File: src/rtl/soma_multi_pkg.sv
// Shared types, opcodes and helpers for the soma_multi add/multiply unit.
package soma_multi_pkg;

  typedef enum logic [1:0] {
    IDLE = 2'd0,
    ADD  = 2'd1,
    MUL  = 2'd2,
    DONE = 2'd3
  } state_e;

  localparam logic OP_SOMA = 1'b0;
  localparam logic OP_MULT = 1'b1;

  // Bits needed to count 0..value-1; never less than one.
  function automatic int clog2(input int value);
    int r;
    r = 0;
    while ((1 << r) < value) r++;
    return (r < 1) ? 1 : r;
  endfunction

endpackage

File: src/rtl/soma_multi_adder.sv
// (WIDTH+1)-bit adder/subtractor shared by the add path and every multiply step.
module soma_multi_adder #(
  parameter int WIDTH = 16
) (
  input  logic [WIDTH:0] a,
  input  logic [WIDTH:0] b,
  input  logic           sub,
  output logic [WIDTH:0] sum
);

  always_comb begin
    sum = sub ? (a - b) : (a + b);
  end

endmodule

File: src/rtl/soma_multi_seq.sv
// Handshaked add / radix-2 shift-add multiply unit with full-width result.
// Define SOMA_MULTI_SIGNED_EN for two's-complement operands.
module soma_multi_seq
  import soma_multi_pkg::*;
#(
  parameter int WIDTH = 16
) (
  input  logic                 clk,
  input  logic                 rst,
  input  logic                 start,
  input  logic                 sel,
  input  logic [WIDTH-1:0]     A,
  input  logic [WIDTH-1:0]     B,
  output logic                 ready,
  output logic                 done,
  output logic [2*WIDTH-1:0]   saida
);

  localparam int CW = clog2(WIDTH);
  localparam logic [CW-1:0] LAST_STEP = CW'(WIDTH - 1);

  state_e               state_q, state_d;
  logic [WIDTH-1:0]     a_q, a_d;
  logic [WIDTH-1:0]     b_q, b_d;
  logic [2*WIDTH-1:0]   acc_q, acc_d;
  logic [CW-1:0]        cnt_q, cnt_d;
  logic [2*WIDTH-1:0]   saida_q, saida_d;

  logic [WIDTH:0]       adder_a, adder_b, adder_sum;
  logic                 adder_sub;
  logic                 last;

  function automatic logic [WIDTH:0] ext(input logic [WIDTH-1:0] v);
`ifdef SOMA_MULTI_SIGNED_EN
    return {v[WIDTH-1], v};
`else
    return {1'b0, v};
`endif
  endfunction

  function automatic logic [2*WIDTH-1:0] widen(input logic [WIDTH:0] v);
`ifdef SOMA_MULTI_SIGNED_EN
    return {{(WIDTH-1){v[WIDTH]}}, v};
`else
    return {{(WIDTH-1){1'b0}}, v};
`endif
  endfunction

  soma_multi_adder #(.WIDTH(WIDTH)) u_adder (
    .a   (adder_a),
    .b   (adder_b),
    .sub (adder_sub),
    .sum (adder_sum)
  );

  assign last = (cnt_q == LAST_STEP);

  always_comb begin
    state_d   = state_q;
    a_d       = a_q;
    b_d       = b_q;
    acc_d     = acc_q;
    cnt_d     = cnt_q;
    saida_d   = saida_q;
    adder_a   = '0;
    adder_b   = '0;
    adder_sub = 1'b0;
    ready     = 1'b0;
    done      = 1'b0;

    case (state_q)
      IDLE: begin
        ready = 1'b1;
        if (start) begin
          a_d     = A;
          b_d     = B;
          acc_d   = {{WIDTH{1'b0}}, B};
          cnt_d   = '0;
          state_d = (sel == OP_MULT) ? MUL : ADD;
        end
      end
      ADD: begin
        adder_a = ext(a_q);
        adder_b = ext(b_q);
        saida_d = widen(adder_sum);
        state_d = DONE;
      end
      MUL: begin
        // Multiplier sits in the low half of acc and is consumed LSB first.
        adder_a = ext(acc_q[2*WIDTH-1:WIDTH]);
        adder_b = acc_q[0] ? ext(a_q) : '0;
`ifdef SOMA_MULTI_SIGNED_EN
        adder_sub = last & acc_q[0];
`endif
        acc_d = {adder_sum, acc_q[WIDTH-1:1]};
        cnt_d = cnt_q + CW'(1);
        if (last) begin
          saida_d = acc_d;
          cnt_d   = '0;
          state_d = DONE;
        end
      end
      DONE: begin
        done    = 1'b1;
        state_d = IDLE;
      end
      default: state_d = IDLE;
    endcase
  end

  always_ff @(posedge clk) begin
    if (rst) begin
      state_q <= IDLE;
      a_q     <= '0;
      b_q     <= '0;
      acc_q   <= '0;
      cnt_q   <= '0;
      saida_q <= '0;
    end else begin
      state_q <= state_d;
      a_q     <= a_d;
      b_q     <= b_d;
      acc_q   <= acc_d;
      cnt_q   <= cnt_d;
      saida_q <= saida_d;
    end
  end

  assign saida = saida_q;

endmodule

File: config.mk
export PLATFORM = sky130hd
export DESIGN_NAME = soma_multi_seq
export DESIGN_NICKNAME = d
export VERILOG_FILES = /design/src/rtl/soma_multi_pkg.sv /design/src/rtl/soma_multi_adder.sv /design/src/rtl/soma_multi_seq.sv
export SDC_FILE = /design/constraint.sdc
export NUM_CORES = 1
export LEC_CHECK = 0
export ABC_CLOCK_PERIOD_IN_PS = 3550
export BUFFER_PORTS_ARGS = -buffer_cell sky130_fd_sc_hd__buf_2
export CORE_UTILIZATION = 53
export DETAILED_ROUTE_END_ITERATION = 8
export PLACE_DENSITY = 0.77
export SETUP_SLACK_MARGIN = 0.05
export SYNTH_ARGS = -nofsm -noshare
export SYNTH_HDL_FRONTEND = slang
export SYNTH_SLANG_ARGS = --single-unit
File: constraint.sdc
create_clock -name clk -period 3.55 [get_ports clk]
set_input_delay 0.1775 -clock clk [delete_from_list [all_inputs] [get_ports clk]]
set_output_delay 0.1775 -clock clk [all_outputs]
set_load 0.005 [all_outputs]
==> results.md <==
* Die area at 0.0107 mm2
* Post-layout min period at about 3.3 ns
* CP Buf/Inv Count at 2
* Fin. max-slew vios at 0
* Layout cells sized above 1 at approximately 16%
* Static Leak at approximately 0.0024 uW
* Post-DR wirelength/cell at 18.1 um
* Synth Cell Area at around 0.0055 mm2
* Status: complete, no violations
* HPWL after DPL at between 10,000 and 15,000 um
* Synth Area in Compound Gates at roughly a quarter
* Gr usage total at 29.2%
* RePlAce Congestion at 0.948
* Port Buffers at between 60 and 70
* Via count at about 5,100
* Max Root-Sink Buffers at 2
* N_diodes at 0
* # fillers at roughly 900
* Power Density at approximately 700 mW/mm2
* Overall Power at 4180 uW
* Worst Path Max Fanout at 17
* Post-synth EDFFs at 0
* Max-Slew Margin vs Limit at slightly below 30%
* Library cells used by synthesis at 63
* Root Buffer: clkbuf_8
* Core area at 0.00991 mm2
* # DRC at 0
* Hold_buf cts at 0
* Average cell area after synthesis at ~8 um2
* CP Class: reg2reg
* Cells after synthesis at slightly below 700
* Yosys reg bits at ~100
* Final wirelength at ~16,000 um
* First-pass GRT wire length at approximately 25,000 um
* Area delta synth->final at 10.7%
* CP Capture Type: register
* Num CTS Buffers at 9
* Top_reg_cell synth: dfxtp_1
* Row count at 36
* Overflow after GRT at 0
* Vias in the first global route at between 4,000 and 5,000
* Commonest cells post-synth: 123 x nand2_1, 102 x dfxtp_1, 63 x nor2_1
* Peak supply drop at between 0.0004 and 0.0005 V
* Mux cell area share after synthesis at 2.92%
* Asr flop ratio synth at 0%
* Initial antenna violation count at 0
* Initial DRC count at between 400 and 500
* Initial DRT Pass Iterations at 5
* Fin Clk Skew at 0.0101 ns
* Worst Max-Slew Pin Slew at between 1 and 1.5 ns
* Worst endpoint data arrival time at roughly 3.6 ns
* Synth Area in Simple Gates at between 20% and 30%
* Most frequent cell after synthesis: nand2_1
* F_max at about 0.30 GHz
* Hold WC Path Type: in2reg
* Synth area leaders: dfxtp_1 37%, nand2_1 8.4%, a22oi_1 5.6%, a21oi_1 5.6%, ha_1 5.0%
* Crit-path slowest cell: o311ai_0
* Clock transition at path regs at 0.09 ns
* DRT antenna net count at 0
* Setup_tns at 0 ns
* Ordered cell list for the critical path: inv_1 > ha_1 > buf_4 > a22oi_1 > nor2b_1 > ha_1 > a21o_1 > a311o_1 > nand3_1 > nand3_1 > o311ai_0 > a21oi_1
* Synthesized Nets at 740
* Total of max-cap violations at 0
* Die Y-Extent at around 100 um
* Die width at ~100 um
* Vias per std cell at 5.95
* Max stage delay on crit path at 0.44 ns
* Post-synth top area share at 37.3%
* Starting Density at 55.3%
* # IOs at 70
* Post-DP Area at between 0.005 and 0.006 mm2
* CP startpoint kind: register
* YS warnings at 0
* CTS tree: done
* Layout Nets at approximately 800
* Sequential share of the synthesized area at 37.3%
* XOR/XNOR share of the synthesized area at less than 1%
* Final Setup Violations at 0
* Yosys top cell by area: dfxtp_1
* Fin. Hold Viols at 0
* CTS Sinks at 102
* RSZ-0062 raised after global routing: no
* CP delay by family, top: compound AO/OA/AOI/OAI gates
* Final worst path period share at a little over nine tenths
* Htree depth at 3
* Largest family of logic cells by synthesized area: simple AND/OR/NAND/NOR gates
* Clk Latency, worst-skew pair at about 0.38 ns
* Synthesized-area fraction occupied by adder cells at ~5.4%
* Final instance area at ~0.0061 mm2
* CP required at 3.80 ns
* Largest net degree at the start of global routing at 56
state kept, by name, indices dropped and copies added (netlist names):
signal,flops
acc_q,32
b_q,16
saida,32
state_q,2
a_q,16
cnt_q,4
logic make-up after synthesis:
kind of cell,after synthesis
adder cells (fa/ha/maj),23
AO/OA/AOI/OAI,189
AND/OR/NAND/NOR,287
flip-flops,102
buffers and inverters,59
XOR/XNOR,5
multiplexers,16
worst register-to-register path, cell delays in order, from the launching register on:
cell	delay, ns
dfxtp_1	0.42
inv_1	0.10
ha_1	0.31
buf_4	0.25
a22oi_1	0.19
nor2b_1	0.08
ha_1	0.41
a21o_1	0.23
a311o_1	0.39
nand3_1	0.09
nand3_1	0.19
o311ai_0	0.44
a21oi_1	0.11
where the power goes:
part | internal [uW] | leakage [uW] | switching, uW
logic | 670 | 0.00150 | 1190
clock network | 357 | 0.0000935 | 400
registers | 1380 | 0.000833 | 176
total | 2410 | 0.00242 | 1770
cells in the final DEF (no fill, tap or decap), drive strengths merged, types with 8 or more instances in the layout:
cell / n
a211oi: 16
a21oi: 64
a22oi: 41
a311oi: 18
and2: 8
buf: 85
clkbuf: 11
dfxtp: 102
ha: 22
mux2i: 16
nand2: 124
nand3: 19
nand3b: 8
nor2: 63
nor2b: 32
o21ai: 11
routing by layer:
layer | vias to the layer above | global-route usage (%) | share of wire [%]
met4 | 0 | 8.98 | 1.7
met2 | 204 | 46.1 | 45
met1 | 2387 | 39.2 | 46
met3 | 20 | 7.36 | 8.2
met5 | - | 0 | 0
li1 | 2511 | - | -
stage by stage:
step                      hold slack [ns]  worst slack [ns]  util [%]  std cells
after floorplan                     0.313             0.274         -        681
after global placement              0.417             0.437      59.1        847
after detailed placement            0.422             0.297      59.1        847
after CTS                          0.0190             0.279      61.1        861
after global routing               0.0355            0.0627      61.2        861
final                              0.0222             0.201      61.2        861
final cells by class:
type	instances	area, um2	area share (%)
clock buffers	11	151	2.50
clock inverters	3	45.0	0.743
multi-input cells	520	3170	52.2
flip-flops and latches	102	2040	33.7
repair buffers	85	465	7.68
well taps	133	166	2.75
inverters	7	26.3	0.433
what timing repair did:
| action | CTS | global route |
|---|---|---|
| setup buffers | 0 | 0 |
| setup endpoints to repair | 0 | 1 |
| gates resized for setup | 0 | 1 |
| hold endpoints to repair | 0 | 0 |
worst paths after layout:
kind | startpoint | endpoint | slack, ns | depth (start not counted)
hold reg to reg | saida[27] | saida[27] | 0.44 | 2
setup / recovery | state_q[1] | saida[16] | 0.20 | 12
setup reg to reg | state_q[1] | saida[16] | 0.20 | 12
hold / removal | A[12] | a_q[12] | 0.02 | 3
Power figures use the tool's default switching activity.
